### src/rtl/latency_meas_ctrl_pkg.sv
// Shared definitions for the latency-measurement session controller:
// default datapath widths, drain length and the session state encoding.
package latency_meas_ctrl_pkg;

  localparam int DEF_TIME_WIDTH   = 16;
  localparam int DEF_SUM_WIDTH    = 32;
  localparam int DEF_MIN_WIDTH    = 16;
  localparam int DEF_MAX_WIDTH    = 16;
  localparam int DEF_CNT_WIDTH    = 16;
  localparam int DEF_DRAIN_CYCLES = 4;
  localparam int IDX_WIDTH        = 5;

  typedef enum logic [2:0] {
    ST_IDLE   = 3'd0,
    ST_ARM    = 3'd1,
    ST_RUN    = 3'd2,
    ST_DRAIN  = 3'd3,
    ST_REPORT = 3'd4
  } meas_state_t;

endpackage

### src/rtl/latency_meas_timer.sv
// Loadable down-counter shared by the RUN timeout and the DRAIN wait.
// It stops at zero instead of wrapping, so a stale tick can never re-arm it.
module latency_meas_timer #(
  parameter int WIDTH = 16
) (
  input  logic             clk,
  input  logic             rst_n,
  input  logic             load,
  input  logic [WIDTH-1:0] load_val,
  input  logic             tick,
  output logic             zero
);

  logic [WIDTH-1:0] cnt_reg;

  // Load has priority; otherwise count down on tick and hold at zero.
  always_ff @(posedge clk or negedge rst_n) begin
    if (!rst_n) begin
      cnt_reg <= '0;
    end else if (load) begin
      cnt_reg <= load_val;
    end else if (tick && (cnt_reg != '0)) begin
      cnt_reg <= cnt_reg - 1'b1;
    end
  end

  assign zero = (cnt_reg == '0);

endmodule

### src/rtl/latency_meas_ctrl.sv
// Session controller for one latency-measurement window: latches the node
// indices, pulses the datapath enable once per sample, ends on count or
// timeout, lets the datapath pipeline drain and then offers the result.
module latency_meas_ctrl
  import latency_meas_ctrl_pkg::*;
#(
  parameter int TIME_WIDTH   = DEF_TIME_WIDTH,
  parameter int SUM_WIDTH    = DEF_SUM_WIDTH,
  parameter int MIN_WIDTH    = DEF_MIN_WIDTH,
  parameter int MAX_WIDTH    = DEF_MAX_WIDTH,
  parameter int CNT_WIDTH    = DEF_CNT_WIDTH,
  parameter int DRAIN_CYCLES = DEF_DRAIN_CYCLES
) (
  input  logic                 clk,
  input  logic                 rst_n,
  input  logic                 cfg_start,
  input  logic                 cfg_abort,
  input  logic [CNT_WIDTH-1:0] cfg_num_samples,
  input  logic [CNT_WIDTH-1:0] cfg_timeout,
  input  logic [IDX_WIDTH-1:0] cfg_tx_index,
  input  logic [IDX_WIDTH-1:0] cfg_rx_index,
  input  logic                 sample_valid,
  output logic                 meas_en,
  output logic                 meas_finish,
  output logic [IDX_WIDTH-1:0] meas_tx_index,
  output logic [IDX_WIDTH-1:0] meas_rx_index,
  input  logic [SUM_WIDTH-1:0] lat_sum_in,
  input  logic [MIN_WIDTH-1:0] lat_min_in,
  input  logic [MAX_WIDTH-1:0] lat_max_in,
  output logic                 busy,
  output logic                 res_valid,
  input  logic                 res_ready,
  output logic [SUM_WIDTH-1:0] res_sum,
  output logic [MIN_WIDTH-1:0] res_min,
  output logic [MAX_WIDTH-1:0] res_max,
  output logic [CNT_WIDTH-1:0] res_count,
  output logic                 res_timeout
);

  // The drain must outlast the datapath EN-to-sum latency of 3 cycles.
  if (DRAIN_CYCLES < 3 || TIME_WIDTH < 1) begin : g_param_check
    $error("latency_meas_ctrl: DRAIN_CYCLES must be >= 3");
  end

  // Drain wait is DRAIN_CYCLES states, so the down-counter starts one lower.
  localparam logic [CNT_WIDTH-1:0] DRAIN_LOAD = CNT_WIDTH'(DRAIN_CYCLES - 1);

  meas_state_t state_reg, state_next;
  logic [CNT_WIDTH-1:0] num_reg, num_next, tmo_reg, tmo_next;
  logic [CNT_WIDTH-1:0] cnt_reg, cnt_next, cnt_inc;
  logic [SUM_WIDTH-1:0] base_reg, base_next;
  logic                 tflag_reg, tflag_next;
  logic                 meas_en_reg, meas_en_next, finish_reg, finish_next;
  logic [IDX_WIDTH-1:0] tx_reg, tx_next, rx_reg, rx_next;
  logic                 busy_reg, busy_next, res_valid_reg, res_valid_next;
  logic [SUM_WIDTH-1:0] res_sum_reg, res_sum_next;
  logic [MIN_WIDTH-1:0] res_min_reg, res_min_next;
  logic [MAX_WIDTH-1:0] res_max_reg, res_max_next;
  logic [CNT_WIDTH-1:0] res_count_reg, res_count_next;
  logic                 res_tmo_reg, res_tmo_next;
  logic                 tmr_load, tmr_tick, tmr_zero, cnt_done, tmo_hit;
  logic [CNT_WIDTH-1:0] tmr_val;

  latency_meas_timer #(.WIDTH(CNT_WIDTH)) u_timer (
    .clk      (clk),
    .rst_n    (rst_n),
    .load     (tmr_load),
    .load_val (tmr_val),
    .tick     (tmr_tick),
    .zero     (tmr_zero)
  );

  // Sample counter saturates at all-ones rather than wrapping.
  assign cnt_inc = (cnt_reg == '1) ? cnt_reg : cnt_reg + 1'b1;

  // Next-state and next-output logic; abort overrides everything at the end.
  always_comb begin
    state_next     = state_reg;
    num_next       = num_reg;
    tmo_next       = tmo_reg;
    cnt_next       = cnt_reg;
    base_next      = base_reg;
    tflag_next     = tflag_reg;
    meas_en_next   = 1'b0;
    finish_next    = finish_reg;
    tx_next        = tx_reg;
    rx_next        = rx_reg;
    res_valid_next = res_valid_reg;
    res_sum_next   = res_sum_reg;
    res_min_next   = res_min_reg;
    res_max_next   = res_max_reg;
    res_count_next = res_count_reg;
    res_tmo_next   = res_tmo_reg;
    tmr_load       = 1'b0;
    tmr_val        = DRAIN_LOAD;
    tmr_tick       = 1'b0;
    cnt_done       = 1'b0;
    tmo_hit        = 1'b0;
    case (state_reg)
      ST_IDLE: begin
        finish_next = 1'b1;
        if (cfg_start && !cfg_abort) begin
          num_next   = cfg_num_samples;
          tmo_next   = cfg_timeout;
          tx_next    = cfg_tx_index;
          rx_next    = cfg_rx_index;
          state_next = ST_ARM;
        end
      end
      ST_ARM: begin
        base_next   = lat_sum_in;
        cnt_next    = '0;
        tflag_next  = 1'b0;
        finish_next = 1'b0;
        tmr_load    = 1'b1;
        if (num_reg == '0) begin
          tmr_val    = DRAIN_LOAD;
          state_next = ST_DRAIN;
        end else begin
          // Counter hits zero on RUN cycle index timeout-1.
          tmr_val    = tmo_reg - 1'b1;
          state_next = ST_RUN;
        end
      end
      ST_RUN: begin
        meas_en_next = sample_valid;
        tmr_tick     = 1'b1;
        if (sample_valid) begin
          cnt_next = cnt_inc;
        end
        cnt_done = sample_valid && (cnt_inc == num_reg);
        tmo_hit  = (tmo_reg != '0) && tmr_zero;
        if (tmo_hit) begin
          tflag_next = 1'b1;
        end
        if (cnt_done || tmo_hit) begin
          tmr_load   = 1'b1;
          tmr_val    = DRAIN_LOAD;
          state_next = ST_DRAIN;
        end
      end
      ST_DRAIN: begin
        finish_next = 1'b0;
        tmr_tick    = 1'b1;
        if (tmr_zero) begin
          // Modular subtraction absorbs a wrap of the datapath sum.
          res_sum_next   = lat_sum_in - base_reg;
          res_min_next   = lat_min_in;
          res_max_next   = lat_max_in;
          res_count_next = cnt_reg;
          res_tmo_next   = tflag_reg;
          res_valid_next = 1'b1;
          finish_next    = 1'b1;
          state_next     = ST_REPORT;
        end
      end
      ST_REPORT: begin
        if (res_ready) begin
          res_valid_next = 1'b0;
          state_next     = ST_IDLE;
        end
      end
      default: state_next = ST_IDLE;
    endcase
    if (cfg_abort && (state_reg != ST_IDLE)) begin
      state_next     = ST_IDLE;
      meas_en_next   = 1'b0;
      finish_next    = 1'b1;
      res_valid_next = 1'b0;
      res_sum_next   = res_sum_reg;
      res_min_next   = res_min_reg;
      res_max_next   = res_max_reg;
      res_count_next = res_count_reg;
      res_tmo_next   = res_tmo_reg;
      tmr_load       = 1'b0;
      tmr_tick       = 1'b0;
    end
    busy_next = (state_next != ST_IDLE);
  end

  // State and every output are registered here.
  always_ff @(posedge clk or negedge rst_n) begin
    if (!rst_n) begin
      state_reg     <= ST_IDLE;
      num_reg       <= '0;
      tmo_reg       <= '0;
      cnt_reg       <= '0;
      base_reg      <= '0;
      tflag_reg     <= 1'b0;
      meas_en_reg   <= 1'b0;
      finish_reg    <= 1'b1;
      tx_reg        <= '0;
      rx_reg        <= '0;
      busy_reg      <= 1'b0;
      res_valid_reg <= 1'b0;
      res_sum_reg   <= '0;
      res_min_reg   <= '0;
      res_max_reg   <= '0;
      res_count_reg <= '0;
      res_tmo_reg   <= 1'b0;
    end else begin
      state_reg     <= state_next;
      num_reg       <= num_next;
      tmo_reg       <= tmo_next;
      cnt_reg       <= cnt_next;
      base_reg      <= base_next;
      tflag_reg     <= tflag_next;
      meas_en_reg   <= meas_en_next;
      finish_reg    <= finish_next;
      tx_reg        <= tx_next;
      rx_reg        <= rx_next;
      busy_reg      <= busy_next;
      res_valid_reg <= res_valid_next;
      res_sum_reg   <= res_sum_next;
      res_min_reg   <= res_min_next;
      res_max_reg   <= res_max_next;
      res_count_reg <= res_count_next;
      res_tmo_reg   <= res_tmo_next;
    end
  end

  assign meas_en       = meas_en_reg;
  assign meas_finish   = finish_reg;
  assign meas_tx_index = tx_reg;
  assign meas_rx_index = rx_reg;
  assign busy          = busy_reg;
  assign res_valid     = res_valid_reg;
  assign res_sum       = res_sum_reg;
  assign res_min       = res_min_reg;
  assign res_max       = res_max_reg;
  assign res_count     = res_count_reg;
  assign res_timeout   = res_tmo_reg;

endmodule

### config.mk
export PLATFORM = sky130hd
export DESIGN_NAME = latency_meas_ctrl
export DESIGN_NICKNAME = d
export VERILOG_FILES = /design/src/rtl/latency_meas_ctrl_pkg.sv /design/src/rtl/latency_meas_timer.sv /design/src/rtl/latency_meas_ctrl.sv
export SDC_FILE = /design/constraint.sdc
export NUM_CORES = 1
export LEC_CHECK = 0
export CORE_MARGIN = 2
export CORE_UTILIZATION = 30
export DETAILED_ROUTE_END_ITERATION = 8
export GPL_TIMING_DRIVEN = 0
export REMOVE_ABC_BUFFERS = 1
export SYNTH_ARGS = -nofsm -noshare
export SYNTH_HDL_FRONTEND = slang
export SYNTH_HIERARCHICAL = 1
export SYNTH_SLANG_ARGS = --single-unit
### constraint.sdc
create_clock -name clk -period 9.5 [get_ports clk]
set_input_delay 1.9 -clock clk [delete_from_list [all_inputs] [get_ports clk]]
set_output_delay 1.9 -clock clk [all_outputs]
set_load 0.01 [all_outputs]
==> impl_metrics.yaml <==
clock_network:
  clkLatencyLatePin_ns: 0.44
  root_buffer: "clkbuf_16"
  path_clk_slew_ns: 0.07
  cts.sinks: 195
  cts_tree: "done"
  ctsResizeCount: 0
  cts_hold_buf: 0
  cts_buffer_depth: 2
  cts_setup_buffers: 0
  numCtsBuffers: 17
  h-tree-depth: 4
timing:
  skew_ns: 0.0142
  hold_viol_final: 0
  timing.slew.headroom: 0.209
  rsz0062_at_grt: "no"
  final_max_slew_viol_count: 0
  fin_crit_sh: 0.627
  min_period_ns: 5.96
  max_freq_ghz: 0.168
  worst_pin_slew_ns: 1.18
  holdWs_ns: 0.476
  setup_viol: 0
cells_and_area:
  layoutNonFillerInstCount: 1812
  syn_to_final_growth_pct: 30.4
  final_area_mm2: 0.0137
  fill_cells: 3525
  drive_gt1_frac: 0.0782
  multi_input_area_mm2: 0.00524
  seq_area_mm2: 0.00488
  final_nets: 1489
global_route:
  grt_max_degree: 100
  antenna_found_initial: 3
  grt_use_total: 0.157
  grt_overflow_total: 0
  grt_pass1_vias: 8660
  grt_pass1_wl_mm: 45.2
worst_setup_path:
  critPathCaptureType: "flip-flop"
  worstPathCellList: "clkdlybuf4s50_1, nand3_1, a31oi_1, o221ai_1, a211oi_1, nand4_1, nor4_2, nor2_1, nor3_2, inv_1, o311a_1, a221o_1"
  crit_slowest_cell: "nor3_2"
  critPathMaxFanout: 21
  worstPathArrival_ns: 6.28
  required_ns: 9.82
  worst-path-buf-inv: 2
  critPathLaunchType: "input port"
  slowest_delay_ns: 0.90
  path_class: "in2reg"
  cp_top_family: "simple AND/OR/NAND/NOR gates"
placed_design:
  gp_congestion: 0.862
  hpwl_mm: 20.4
  post_dp_cell_area_mm2: 0.0131
  io_buffers: 206
  dp_cells: 1778
synth:
  synth_top_flop_cell: "dfrtp_1"
  netlist_instances: 1164
  synth_area_leaders: "dfrtp_1 (46%), nand2_1 (9.0%), mux2_2 (4.7%)"
  synth_area_mm2: 0.0105
  synth_area_leader_cell: "dfrtp_1"
  postSynthAreaPerCell_um2: 9.04
  synth-edff-count: 0
  ys_ff_latch: 195
  synth_top_cell_area_share: 0.461
  synth_cell_type_count: 74
  yosysWarnings: 6
  synthArstFlopShare: 1.00
  synth.yosys.seq_area_share: 0.464
power_and_ir_drop:
  p_leak_nw: 5.83
  power.density_mw_per_mm2: 208
  max-vdd-ir-drop_mv: 0.133
routing:
  drc: 0
  vias_per_cell: 4.89
  drtAntennaViolNets: 0
  vias: 8867
  drt_iter0_drc: 417
  first_pass_iters: 6
  routedWlPerCell_um: 15.4
  wirelength_mm: 27.9
floorplanning:
  coreArea_mm2: 0.0345
  die_w_um: 191
  ios: 207
  fp.dieH_um: 191
  dieArea_mm2: 0.0366
  start_util: 0.305
  rows: 68
run:
  maxCapViolations: 0
run_status:
  status: "finished, final reports clean"
worst_hold_path:
  min_path_type: "reg2reg"
==> layout make-up <==
cell class | instances | share of cell area
multi-input combinational | 860 | 0.382
sequential | 195 | 0.356
timing repair buffer | 215 | 0.162
tap | 455 | 0.0415
antenna | 2 | 0.000365
clock buffer | 20 | 0.0333
clock inverter | 12 | 0.0107
inverter | 53 | 0.0145
==> final timing paths <==
path / end / from / depth (start not counted) / slack (ns)
max: u_timer/cnt_reg[13] / sample_valid / 12 / 3.54
min: res_count[7] / res_count[7] / 2 / 0.48
max reg2reg: u_timer/cnt_reg[13] / cnt_reg[4] / 12 / 4.00
min reg2reg: res_count[7] / res_count[7] / 2 / 0.48
max in group asynchronous: res_max[6] / rst_n / 2 / 7.04
min in group asynchronous: res_sum[7] / rst_n / 1 / 1.45
==> power breakdown <==
group          switching, mW  internal [mW]  total (mW)
clock                  0.343          0.408       0.752
combinational          0.509          0.473       0.982
sequential             0.135          0.983        1.12
total                  0.988           1.86        2.85
==> Yosys cell counts (12+ instances only) <==
library cell	n
xor2_1	20
nand4_1	12
nand3_1	18
o21ai_0	91
nor4_1	16
inv_1	53
clkbuf_1	42
mux2_2	44
a21oi_1	45
nand2_1	253
nor3_1	22
nor2_1	66
a21o_1	16
a31oi_1	19
or3_1	17
ha_1	34
dfrtp_1	194
xnor2_1	32
==> tightest hold or removal path: stages, from the launching register on <==
cell     delay, ns
dfrtp_1       0.34
nand2_1       0.05
nand2_1       0.05
==> routing by layer <==
metal | share of wire | track usage | vias to the layer above
li1 | - | - | 4415
met1 | 0.46 | 0.200 | 4221
met2 | 0.46 | 0.254 | 195
met3 | 0.060 | 0.0435 | 34
met4 | 0.019 | 0.0533 | 2
met5 | 0.00043 | 0 | -
==> cell usage in the layout, fill, tap and decap left out, types with 12 or more instances in the layout <==
master / n
nand2_1: 252
clkdlybuf4s50_1: 205
dfrtp_1: 194
o21ai_0: 91
nor2_1: 65
inv_1: 53
a21oi_1: 45
mux2_2: 44
ha_1: 34
xnor2_1: 32
nor3_1: 21
xor2_1: 20
a31oi_1: 19
nand3_1: 18
or3_1: 17
clkbuf_16: 17
nor4_1: 16
a21o_1: 16
nand4_1: 12
==> stage by stage <==
step	power [mW]	setup slack [ns]	util	setup TNS, ns
3_3_place_gp	2.09	-2.35	0.374	-453.24
3_5_place_dp	2.12	3.13	0.380	0
6_report	2.85	3.54	0.397	0
4_1_cts	2.89	3.60	0.397	0
5_1_grt	3.07	3.17	0.397	0
2_1_floorplan	1.80	4.18	-	0
==> kinds of logic (layout without fill, tap and decap cells) <==
family                     Yosys count  count (layout)  synth area share
AOI/OAI and AO/OA                  254             254             0.150
xor gates and xnor gates            53              53            0.0454
adders and majority gates           35              35            0.0423
buffers and inverters              109             300            0.0405
DFF                                195             195             0.464
muxes                               49              49            0.0518
other                                0               2                 0
and+or+nand+nor                    469             469             0.206
Note: power is estimated with default switching activity, not from simulation.
